### config.mk
export PLATFORM = sky130hd
export DESIGN_NAME = led_timebase
export DESIGN_NICKNAME = d
export VERILOG_FILES = /design/src/rtl/led_timebase_pkg.sv /design/src/rtl/sw_debounce.sv /design/src/rtl/led_timebase.sv
export SDC_FILE = /design/constraint.sdc
export NUM_CORES = 1
export LEC_CHECK = 0
export BUFFER_PORTS_ARGS = -buffer_cell sky130_fd_sc_hd__buf_2
export CORE_MARGIN = 2
export CORE_UTILIZATION = 54
export DETAILED_ROUTE_END_ITERATION = 10
export GPL_TIMING_DRIVEN = 0
export MAX_ROUTING_LAYER = met4
export PLACE_DENSITY = 0.68
export SLEW_MARGIN = 15
export SYNTH_ARGS = -nofsm -noshare
export SYNTH_HDL_FRONTEND = slang
export SYNTH_SLANG_ARGS = --single-unit
### constraint.sdc
create_clock -name clock -period 2.15 [get_ports clock]
set_input_delay 0.43 -clock clock [delete_from_list [all_inputs] [get_ports clock]]
set_output_delay 0.43 -clock clock [all_outputs]
set_load 0.1 [all_outputs]
### src/rtl/led_timebase_pkg.sv
// Shared encodings and default timing constants for the LED timebase stage.
// Rate selects, debounce states and the default step periods live here.
package led_timebase_pkg;

   localparam logic [1:0] SEL_FAST   = 2'd0;
   localparam logic [1:0] SEL_MEDIUM = 2'd1;
   localparam logic [1:0] SEL_LONG   = 2'd2;
   localparam logic [1:0] SEL_SLOW   = 2'd3;

   typedef enum logic {
      ST_STABLE   = 1'b0,
      ST_CHANGING = 1'b1
   } deb_state_e;

   localparam int unsigned DEF_NB_COUNTER = 32;
   localparam int unsigned DEF_LIMIT_0    = 2**23;
   localparam int unsigned DEF_LIMIT_1    = 2**24;
   localparam int unsigned DEF_LIMIT_2    = 2**25;
   localparam int unsigned DEF_LIMIT_3    = 2**26;
   localparam int unsigned DEF_DEB_CYCLES = 100000;
   localparam int unsigned DEF_NB_DEB     = 17;

endpackage

### src/rtl/sw_debounce.sv
// Two-flop synchroniser followed by a STABLE/CHANGING debounce FSM.
// o_clean follows i_raw only after the synced level has differed for DEB_CYCLES edges.
module sw_debounce
   import led_timebase_pkg::*;
#(
   parameter int unsigned DEB_CYCLES = DEF_DEB_CYCLES,
   parameter int unsigned NB_DEB     = DEF_NB_DEB
) (
   input  logic clock,
   input  logic i_reset,
   input  logic i_raw,
   output logic o_clean
);

   localparam logic [NB_DEB-1:0] DEB_LAST = NB_DEB'(DEB_CYCLES - 1);

   logic              raw_meta_q;
   logic              raw_s_q;
   deb_state_e        state_q;
   logic [NB_DEB-1:0] cnt_q;
   logic              clean_q;

   always_ff @(posedge clock or posedge i_reset) begin
      if (i_reset) begin
         raw_meta_q <= 1'b0;
         raw_s_q    <= 1'b0;
      end else begin
         raw_meta_q <= i_raw;
         raw_s_q    <= raw_meta_q;
      end
   end

   // The edge that detects the difference already counts as the first stable
   // clock, so the counter is loaded with 1 on entry to CHANGING.
   always_ff @(posedge clock or posedge i_reset) begin
      if (i_reset) begin
         state_q <= ST_STABLE;
         cnt_q   <= '0;
         clean_q <= 1'b0;
      end else begin
         case (state_q)
            ST_STABLE: begin
               if (raw_s_q != clean_q) begin
                  state_q <= ST_CHANGING;
                  cnt_q   <= NB_DEB'(1);
               end else begin
                  cnt_q   <= '0;
               end
            end
            ST_CHANGING: begin
               if (raw_s_q == clean_q) begin
                  state_q <= ST_STABLE;
                  cnt_q   <= '0;
               end else if (cnt_q == DEB_LAST) begin
                  state_q <= ST_STABLE;
                  cnt_q   <= '0;
                  clean_q <= raw_s_q;
               end else begin
                  cnt_q   <= cnt_q + 1'b1;
               end
            end
            default: begin
               state_q <= ST_STABLE;
               cnt_q   <= '0;
            end
         endcase
      end
   end

   assign o_clean = clean_q;

endmodule

### src/rtl/led_timebase.sv
// Step-rate generator and direction-switch conditioner feeding the LED shift block.
// o_valid pulses once per selected period; o_sw is the debounced direction level.
module led_timebase
   import led_timebase_pkg::*;
#(
   parameter int unsigned NB_COUNTER = DEF_NB_COUNTER,
   parameter int unsigned LIMIT_0    = DEF_LIMIT_0,
   parameter int unsigned LIMIT_1    = DEF_LIMIT_1,
   parameter int unsigned LIMIT_2    = DEF_LIMIT_2,
   parameter int unsigned LIMIT_3    = DEF_LIMIT_3,
   parameter int unsigned DEB_CYCLES = DEF_DEB_CYCLES,
   parameter int unsigned NB_DEB     = DEF_NB_DEB
) (
   input  logic       clock,
   input  logic       i_reset,
   input  logic       i_enable,
   input  logic [1:0] i_sel,
   input  logic       i_sw,
   output logic       o_valid,
   output logic       o_sw
);

   localparam logic [NB_COUNTER-1:0] TC_0 = NB_COUNTER'(LIMIT_0 - 1);
   localparam logic [NB_COUNTER-1:0] TC_1 = NB_COUNTER'(LIMIT_1 - 1);
   localparam logic [NB_COUNTER-1:0] TC_2 = NB_COUNTER'(LIMIT_2 - 1);
   localparam logic [NB_COUNTER-1:0] TC_3 = NB_COUNTER'(LIMIT_3 - 1);

   logic                  en_meta_q;
   logic                  en_s_q;
   logic [1:0]            sel_meta_q;
   logic [1:0]            sel_s_q;
   logic [NB_COUNTER-1:0] limit_m1;
   logic [NB_COUNTER-1:0] cnt_q;
   logic [NB_COUNTER-1:0] cnt_d;
   logic                  valid_q;
   logic                  valid_d;

   always_ff @(posedge clock or posedge i_reset) begin
      if (i_reset) begin
         en_meta_q  <= 1'b0;
         en_s_q     <= 1'b0;
         sel_meta_q <= 2'b00;
         sel_s_q    <= 2'b00;
      end else begin
         en_meta_q  <= i_enable;
         en_s_q     <= en_meta_q;
         sel_meta_q <= i_sel;
         sel_s_q    <= sel_meta_q;
      end
   end

   always_comb begin
      limit_m1 = TC_0;
      case (sel_s_q)
         SEL_FAST:   limit_m1 = TC_0;
         SEL_MEDIUM: limit_m1 = TC_1;
         SEL_LONG:   limit_m1 = TC_2;
         SEL_SLOW:   limit_m1 = TC_3;
      endcase
   end

   // >= rather than == so a switch to a shorter period while the count is
   // already past it yields one catch-up pulse instead of a full wrap.
   always_comb begin
      cnt_d   = cnt_q;
      valid_d = 1'b0;
      if (!en_s_q) begin
         cnt_d = '0;
      end else if (cnt_q >= limit_m1) begin
         cnt_d   = '0;
         valid_d = 1'b1;
      end else begin
         cnt_d = cnt_q + 1'b1;
      end
   end

   always_ff @(posedge clock or posedge i_reset) begin
      if (i_reset) begin
         cnt_q   <= '0;
         valid_q <= 1'b0;
      end else begin
         cnt_q   <= cnt_d;
         valid_q <= valid_d;
      end
   end

   assign o_valid = valid_q;

   sw_debounce #(
      .DEB_CYCLES (DEB_CYCLES),
      .NB_DEB     (NB_DEB)
   ) u_sw_deb (
      .clock   (clock),
      .i_reset (i_reset),
      .i_raw   (i_sw),
      .o_clean (o_sw)
   );

endmodule

==> results of run 1 <==
==> per-stage QoR <==
step           total power, mW  utilization [%]  hold slack, ns  setup TNS, ns
4_1_cts                   2.41             64.8           0.181              0
6_report                  2.39             65.1           0.191              0
3_3_place_gp              1.24             59.8           0.332         -28.79
3_5_place_dp              1.24             59.9           0.335         -0.651
2_1_floorplan             1.22                -           0.331              0
5_1_grt                   2.47             65.1           0.179       -0.00873
==> power groups by stage <==
| stage | registers (mW) | logic [mW] | clock network, mW |
|---|---|---|---|
| global route | 1.16 | 0.0717 | 1.24 |
| finish | 1.15 | 0.0615 | 1.18 |
| global placement | 1.17 | 0.0605 | 0 |
| floorplan | 1.18 | 0.0366 | 0 |
| detailed placement | 1.18 | 0.0615 | 0 |
| CTS | 1.15 | 0.0631 | 1.19 |
==> placed cells by master (no fill, tap or decap), types with 3 or more instances in the layout <==
master and instances:
buf_2 8, ha_1 4, nand4_1 10, nor2_1 32, or3_1 13, inv_1 9, and4_1 8, xnor2_1 16
nor3_1 5, nor4_1 3, nand2_1 13, nor4b_1 3, nand3_1 17, conb_1 5, xor2_1 11, or4_1 3
clkbuf_8 11, a21oi_1 15, o31ai_1 4, dfrtp_1 60, o21ai_0 10
==> timing repair <==
item	4_1_cts	5_1_grt
endpoints found under the setup margin	10	31
endpoints found under the hold margin	0	0
gates resized for setup	2	4
==> layout make-up <==
class                           count  area (sq um)  area share, %
Timing Repair Buffer                7          35.0           1.12
Buffer                              6          42.5           1.36
Clock inverter                      5          83.8           2.67
Sequential cell                    60          1500           47.9
Inverter                           10          40.0           1.28
Clock buffer                       11           151           4.83
Multi-Input combinational cell    190          1200           38.2
Tap cell                           67          83.8           2.67
==> critical path: stages (launching register included) <==
cell and delay [ns]:
dfrtp_1 0.44, nand4_1 0.24, or4_1 0.59, buf_2 0.21
or3_1 0.32, a21oi_1 0.17
==> flip-flops by register name, summed over array words and instances, names as in the netlist <==
register and count:
u_sw_deb.o_clean 1, o_valid 1, u_sw_deb.raw_meta_q 1, u_sw_deb.state_q 1
en_s_q 1, u_sw_deb.raw_s_q 1, sel_s_q 2, cnt_q 32
u_sw_deb.cnt_q 17, en_meta_q 1, sel_meta_q 2
==> routing by layer <==
| layer | GRT usage, % | part of all wire [%] | vias up |
|---|---|---|---|
| met5 | - | 0 | - |
| met4 | 12.1 | 2.4 | 0 |
| met3 | 4.76 | 2.7 | 10 |
| met2 | 31.2 | 46 | 23 |
| met1 | 26.6 | 49 | 920 |
| li1 | - | - | 974 |
==> logic make-up after synthesis <==
| family | Yosys count | share of synthesized area, % |
|---|---|---|
| buffers and inverters | 18 | 2.91 |
| XOR/XNOR | 27 | 8.60 |
| adder cells (fa/ha/maj) | 5 | 2.28 |
| AO/OA/AOI/OAI | 33 | 7.15 |
| flip-flops | 60 | 54.6 |
| multiplexers | 1 | 0.410 |
| other | 1 | 0.136 |
| AND/OR/NAND/NOR | 119 | 23.9 |
==> worst paths after layout <==
kind | end | slack, ns | depth (start not counted)
worst max register to register | cnt_q[15] | 0.09 | 5
worst min-delay path | en_meta_q | 0.19 | 1
worst min register to register | sel_s_q[1] | 0.35 | 0
worst max-delay path | cnt_q[15] | 0.09 | 5
min in group asynchronous | en_meta_q | 0.22 | 2
max in group asynchronous | u_sw_deb.cnt_q[4] | 1.44 | 2
==> results.cfg, run 1 <==
[cells_and_area]
stdcell_area_sq_um = 3140
drive_above_1_share_pct = 12.1
nFillCells = 396
finalNonFillerCells = 356
antenna_cells = 0
layout.nets = 295
syn_to_final_growth_pct = 14.1

[power]
clockPowerShare_pct = 49.2
swShare_pct = 21.5
max-vdd-ir-drop_v = 0.000551
comb_power_share_pct = 2.6
power-per-cell-area_nw_per_um2 = 762
p_switching_mw = 0.513
p_seq_share_pct = 48.3
power_leakage_nw = 1.24
internal_power_mw = 1.88

[drt]
post-route-drc-count = 0
dr.first_iter.drc_count = 164
via_per_inst = 5.41
drt_first_pass_iters = 4
vias = 1927
routed_wirelength_um = 4940
routedWlPerCell_um = 13.9
drtAntennaViolNets = 0

[worst_setup_path]
critPathArrivalTime_ns = 2.32
r2r-start = cnt_q[4]
critPathKind = reg2reg
critPathRequiredTime_ns = 2.41
crit_fanout = 10
critPathCaptureType = flop
crit_path_start_kind = flop
setup.worst_path.start = cnt_q[4]

[status]
outcome = finished, final reports clean

[logic_synthesis]
synth_edf_count = 0
synth_top_area_share_pct = 54.6
async_reset_ff_share_pct = 100
syn_inst = 264
ys_top_cells_by_area = dfrtp_1 (55%), xnor2_1 (5.1%), nor2_1 (4.4%), xor2_1 (3.5%), nand3_1 (3.1%)
synthTopCellsByCount = dfrtp_1 (60), nor2_1 (32), nand3_1 (17)
synthesis.area_sq_um = 2750
ys_seq_elements = 60
seq_area_frac_synth_pct = 54.6
synth-main-ff-cell = dfrtp_1
syn_avg_cell_area_sq_um = 10.4
ys_types = 36
synth_top_area_cell = dfrtp_1
yosysMostFrequentCell = dfrtp_1
yosys_warnings = 0

[flow_run]
max-cap-violations = 0

[clock_network]
clkSinkCount = 60
cts_tree = built
clk_latency_ns = 0.34
postCtsSetupBuffers = 0
cts_root_buf = clkbuf_8
cts_max_path_buffers = 2
cts_made_buffers = 9
postCtsHoldBufs = 0
path_clk_slew_ns = 0.07
cts.htree.levels = 3

[floorplan]
core.rowCount = 25
start_util_pct = 57.1
die-area_sq_um = 5680
dieWidth_um = 75.3
ios = 8
core_area_sq_um = 4820
die_height_um = 75.3

[min_path]
holdCritPathClass = in2reg
hp-start = i_enable

[place]
post_dp_cell_area_sq_um = 2890
post-place-cells = 342
dp_hpwl_um = 3160
routabilityCongestion = 0.819
port_buffers = 7
place_ws_ns = -0.0788

[timing]
worst_slew_pin_slew_ns = 0.729
max_freq_ghz = 0.485
fin_ws_ns = 0.0902
min_period_over_period_pct = 95.8
maxSlewViolCount = 0
min_period_ns = 2.06
setup_viol = 0
max_slew_margin_pct = 51.4
clock_skew_ns = 0.00765
hold_viol = 0

[global_route]
grt_pass1_vias = 1934
grt_start_max_net_pins = 61
track_usage_pct = 21.0
grt_pass1_wl_um = 8560
grt.overflow.total = 0
antenna_found_initial = 0
Power figures use the tool's default switching activity.
==> run 2, diff against run 1 <==
--- a/config.mk
+++ b/config.mk
@@ -5,13 +5,14 @@
 export SDC_FILE = /design/constraint.sdc
 export NUM_CORES = 1
 export LEC_CHECK = 0
+export ABC_CLOCK_PERIOD_IN_PS = 2150
 export BUFFER_PORTS_ARGS = -buffer_cell sky130_fd_sc_hd__buf_2
 export CORE_MARGIN = 2
-export CORE_UTILIZATION = 54
+export CORE_UTILIZATION = 40
 export DETAILED_ROUTE_END_ITERATION = 10
 export GPL_TIMING_DRIVEN = 0
 export MAX_ROUTING_LAYER = met4
-export PLACE_DENSITY = 0.68
+export PLACE_DENSITY = 0.52
 export SLEW_MARGIN = 15
 export SYNTH_ARGS = -nofsm -noshare
 export SYNTH_HDL_FRONTEND = slang
==> run 2 against run 1 <==
  * Design area up 1.1%
  * Largest cell class unchanged
  * Register-to-register slack better by 0.03 ns
  * Final cell count grew 3.9%
  * Combinational power hardly changed
  * Global-route usage down 5.4 points
  * Sequential power about the same
  * Clock power up 7%
  * Power is 3.4% higher
  * Non-clock buffer count increased by 1
  * Via count rose by 1.2%
  * First-iteration DRC count is 48% lower
==> results.cfg, run 2 (synthesis gave the netlist of run 1 again) <==
[place]
routabilityCongestion = 0.822
dp_hpwl_um = 3310
port_buffers = 7
place_ws_ns = -0.106

[drt]
post-route-drc-count = 0
drt-met1-wl_um = 2370
drt_first_pass_iters = 4
via_per_inst = 5.27
routedWlPerCell_um = 13.4
top_layer_used = met4
vias = 1951
route.met3.wl_um = 175
routed_wirelength_um = 4970
dr.first_iter.drc_count = 85
drtAntennaViolNets = 0
dr_wl_met2_um = 2340

[cells_and_area]
regMostFlops = cnt_q
nFillCells = 648
layout.nets = 296
largest_reg_flops = 32
largest_registers = cnt_q: 32 flops, u_sw_deb.cnt_q: 17 flops
multi_input_area_sq_um = 1190
syn_to_final_growth_pct = 15.3
final_cell_mix = dfrtp_1 (60), nor2_1 (32), nand3_1 (17)
final_common_cell = dfrtp_1
drive_above_1_share_pct = 12.1
seqCellArea_sq_um = 1500
antenna_cells = 0

[clock_network]
clkSinkCount = 60
clk_latency_ns = 0.34
cts.htree.levels = 3
postCtsHoldBufs = 0
cts_max_path_buffers = 2
cts_made_buffers = 9
cts_root_buf = clkbuf_8
path_clk_slew_ns = 0.08
cts_tree = built

[status]
outcome = finished, final reports clean

[global_route]
grt_start_max_net_pins = 61
track_usage_pct = 15.6
grt_pass1_vias = 1925
grt_pass1_wl_um = 8740
antenna_found_initial = 0
grt.overflow.total = 0

[worst_setup_path]
critPathKind = reg2reg
ff2ff_setup_slack_ns = 0.12
reg2regPathDepth = 6
critPathRequiredTime_ns = 2.42
crit_fanout = 10
cpMaxStageDelayCell = or4_4
critical-path-top-delay-family = simple AND/OR/NAND/NOR gates
path_cells = ha_1 -> nand4_1 -> or4_4 -> buf_6 -> or3_1 -> a21oi_1
critical_path.max_stage_delay_ns = 0.49
r2r-start = cnt_q[0]
critPathCaptureType = flop
timing.rr.end = cnt_q[22]
worst-path-buf-inv = 1
critPathArrivalTime_ns = 2.30
crit_path_start_kind = flop

[timing]
setup_viol = 0
setup_tns_ns = 0
max_freq_ghz = 0.492
hold-worst-slack_ns = 0.192
clock_skew_ns = 0.00929
max_slew_margin_pct = 51.7
min_period_ns = 2.03
maxSlewViolCount = 0
hold_viol = 0
worst_slew_pin_slew_ns = 0.725
min_period_over_period_pct = 94.5
fin_ws_ns = 0.118

[flow_run]
max-cap-violations = 0

[floorplan]
ios = 8
core_area_sq_um = 6720
start_util_pct = 40.9
die_height_um = 86.9
dieWidth_um = 86.9
core.rowCount = 30
die-area_sq_um = 7550

[min_path]
min_path_cells = 1
hp-start = i_sel[0]
holdCritPathClass = in2reg
hold-path-endpoint = sel_meta_q[0]

[power]
power_mw = 2.47
power_leakage_nw = 1.26
power-per-cell-area_nw_per_um2 = 780
max-vdd-ir-drop_v = 0.000416
[run 2: changes by cell type in the layout (fill, tap and decap cells not counted)]
cell / previous run / this run
clkbuf_8: 11 / 9
buf_4: 1 / 2
bufinv_16: 2 / 3
clkinv_4: 1 / 2
clkinvlp_4: 2 / 1
ha_1: 4 / 5
ha_2: 1 / 0
inv_6: 0 / 1
[run 2: repair_timing]
| item | in CTS | in global routing |
|---|---|---|
| gates resized for setup | 2 | 3 |
| pin swaps | 0 | 0 |
| endpoints found under the setup margin | 10 | 33 |
| hold endpoints to repair | 0 | 0 |
| cloned | 0 | 0 |
| buffers inserted | 0 | 1 |
[run 2: worst max path at each step]
stage / from / end / depth (start not counted)
after floorplan: u_sw_deb.o_clean / u_sw_deb.cnt_q[13] / 5
final: cnt_q[0] / cnt_q[22] / 6
after global routing: cnt_q[0] / cnt_q[3] / 6
after global placement: i_reset / cnt_q[10] / 2
after CTS: cnt_q[8] / cnt_q[3] / 5
after detailed placement: u_sw_deb.cnt_q[0] / u_sw_deb.cnt_q[14] / 8
[run 2: power breakdown]
part	switching (mW)	internal [mW]	leakage [nW]	total, mW
combinational	0.0465	0.0149	0.336	0.0614
sequential	0.00898	1.15	0.802	1.15
clock	0.479	0.777	0.120	1.26
[run 2: routing by layer]
| metal | track usage, % | vias to the layer above |
|---|---|---|
| met5 | - | - |
| met4 | 5.54 | 0 |
| met3 | 5.97 | 7 |
| met2 | 24.5 | 26 |
| met1 | 18.3 | 934 |
| li1 | - | 984 |
[run 2: through the flow]
step           area [sq um]  cells  util, %
2_1_floorplan          2760    268        -
3_3_place_gp           2900    355     43.1
3_5_place_dp           2900    355     43.2
4_1_cts                3150    370     46.9
5_1_grt                3170    370     47.2
6_report               3170    370     47.2
[run 2: layout make-up]
cell class | count | area share (%)
flip-flops and latches | 60 | 47.4
multi-input cells | 190 | 37.7
clock buffers | 9 | 3.91
clock inverters | 7 | 3.91
well taps | 80 | 3.16
repair buffers | 8 | 1.34
plain buffers | 6 | 1.34
inverters | 10 | 1.26
[run 2: worst reg2reg max path: stages, from the launching register on]
cell and delay (ns):
dfrtp_1 0.42, ha_1 0.25, nand4_1 0.19, or4_4 0.49, buf_6 0.16, or3_1 0.30, a21oi_1 0.15
==> run 3, diff against run 2 <==
--- a/config.mk
+++ b/config.mk
@@ -5,7 +5,7 @@
 export SDC_FILE = /design/constraint.sdc
 export NUM_CORES = 1
 export LEC_CHECK = 0
-export ABC_CLOCK_PERIOD_IN_PS = 2150
+export ABC_CLOCK_PERIOD_IN_PS = 2050
 export BUFFER_PORTS_ARGS = -buffer_cell sky130_fd_sc_hd__buf_2
 export CORE_MARGIN = 2
 export CORE_UTILIZATION = 40
==> constraint.sdc (replaced) <==
create_clock -name clock -period 2.05 [get_ports clock]
set_input_delay 0.41 -clock clock [delete_from_list [all_inputs] [get_ports clock]]
set_output_delay 0.41 -clock clock [all_outputs]
set_load 0.1 [all_outputs]
==> run 3 against run 2 <==
  * Clock-buffer cell count is the same
  * Core utilization grew 0.61 points
  * Design area grew 1.3%
  * Clock skew is essentially flat
  * Register-to-register slack lost 0.03 ns
  * Global-route usage grew 0.062 points
  * Clock power grew 5%
  * Sequential power grew 5%
  * Critical path depth shrank 1
  * Maximum frequency grew 3.6%
  * Worst setup slack lost 0.029 ns
  * Critical endpoint is now cnt_q[3]
==> results.cfg, run 3 (synthesis gave the netlist of run 1 again) <==
[status]
outcome = finished, final reports clean

[clock_network]
clk_latency_ns = 0.34
clkSinkCount = 60
cts.htree.levels = 3
cts_made_buffers = 9
path_clk_slew_ns = 0.07
cts_tree = built
cts_max_path_buffers = 2
cts_root_buf = clkbuf_8
postCtsHoldBufs = 0

[cells_and_area]
nFillCells = 641
antenna_cells = 0
regMostFlops = cnt_q
layout.nets = 298
final_util_pct = 47.8
final_common_cell = dfrtp_1
finalNonFillerCells = 372
largest_reg_flops = 32
final_cell_mix = dfrtp_1 (59), nor2_1 (32), nand3_1 (17)
syn_to_final_growth_pct = 16.8
drive_above_1_share_pct = 14.4
largest_registers = cnt_q: 32 flops, u_sw_deb.cnt_q: 17 flops

[worst_setup_path]
crit_fanout = 10
timing.rr.end = cnt_q[3]
critPathArrivalTime_ns = 2.18
setup.worst_path.start = cnt_q[8]
critPathCaptureType = flop
reg2regPathDepth = 5
critPathRequiredTime_ns = 2.27
r2r-start = cnt_q[8]
critPathKind = reg2reg
crit_path_start_kind = flop
ff2ff_setup_slack_ns = 0.09

[timing]
rsz0062_at_grt = true
max_freq_ghz = 0.510
setup_viol = 0
max_slew_margin_pct = 51.8
worst_slew_pin_slew_ns = 0.723
hold_viol = 0
min_period_ns = 1.96
clock_skew_ns = 0.00916
maxSlewViolCount = 0
fin_ws_ns = 0.0884
hold-worst-slack_ns = 0.172
min_period_over_period_pct = 95.7

[floorplan]
dieWidth_um = 86.9
die-area_sq_um = 7550
start_util_pct = 40.9
die_height_um = 86.9
core.rowCount = 30
core_area_sq_um = 6720
ios = 8

[global_route]
track_usage_pct = 15.7
grt_pass1_wl_um = 8810
antenna_found_initial = 0
grt_start_max_net_pins = 61
grt_pass1_vias = 1926
grt.overflow.total = 0

[drt]
top_layer_used = met4
route.met3.wl_um = 154
routed_wirelength_um = 5010
via_per_inst = 5.24
routedWlPerCell_um = 13.5
dr_wl_met2_um = 2380
drt-met1-wl_um = 2390
vias = 1950
post-route-drc-count = 0
drtAntennaViolNets = 0
dr.first_iter.drc_count = 76
drt_first_pass_iters = 4

[place]
place_ws_ns = -0.206
post-place-cells = 355
dp_hpwl_um = 3310
routabilityCongestion = 0.822
port_buffers = 7

[power]
power-per-cell-area_nw_per_um2 = 808
power_leakage_nw = 1.26
power_mw = 2.60
max-vdd-ir-drop_v = 0.000436

[min_path]
hold-path-endpoint = sel_meta_q[0]
holdCritPathClass = in2reg
hp-start = i_sel[0]
min_path_cells = 1

[flow_run]
max-cap-violations = 0
## run 3: cell types whose count changed in the layout (fill, tap and decap cells not counted)
cell,before,now
and4_1,8,7
nor4_2,0,1
clkbuf_4,2,0
and4_4,0,1
or4_4,1,2
buf_4,2,6
nor4_1,3,2
ha_1,5,4
dfrtp_2,0,1
ha_4,0,1
or4_1,3,2
dfrtp_1,60,59
## run 3: repair_timing
item                                    4_1_cts  5_1_grt
pin swaps                                     1        3
setup buffers                                 1        2
resized for setup                             3       11
endpoints found under the setup margin       37       34
## run 3: routing by layer
layer  global-route usage [%]  vias to the layer above
met2                     24.4                       20
li1                         -                      983
met1                     18.5                      940
met5                        -                        -
met4                     5.54                        0
met3                     5.97                        7
## run 3: cell type report
type                    instances  area [sq um]  area share (%)
flip-flops and latches         60          1500            46.8
clock inverters                 7           124            3.86
multi-input cells             190          1220            38.0
well taps                      80           100            3.12
clock buffers                   9           124            3.86
repair buffers                 10          57.6            1.79
plain buffers                   6          42.5            1.33
inverters                      10          40.0            1.25
## run 3: how the worst max path moves through the flow
| stage | end | slack, ns |
|---|---|---|
| after floorplan | u_sw_deb.cnt_q[13] | 0.03 |
| after global placement | cnt_q[10] | -0.65 |
| after detailed placement | u_sw_deb.cnt_q[14] | -0.21 |
| after CTS | cnt_q[3] | 0.01 |
| after global routing | cnt_q[3] | -0.06 |
| final | cnt_q[3] | 0.09 |
## run 3: worst max-delay path, cell delays in order, from the launching register on
cell	delay (ns)
dfrtp_1	0.43
nand4_2	0.18
or3_1	0.49
o311ai_4	0.43
buf_4	0.25
nor2_1	0.07
## run 3: metrics by stage
step,area (sq um),setup TNS [ns]
global placement,2900,-41.98
finish,3210,0
global route,3210,-0.713
CTS,3160,0
detailed placement,2900,-2.84
floorplan,2760,0
## run 3: report_power, final
| part | switching (mW) | total (mW) | internal, mW |
|---|---|---|---|
| combinational | 0.0488 | 0.0650 | 0.0162 |
| clock | 0.504 | 1.32 | 0.815 |
| sequential | 0.0101 | 1.21 | 1.20 |
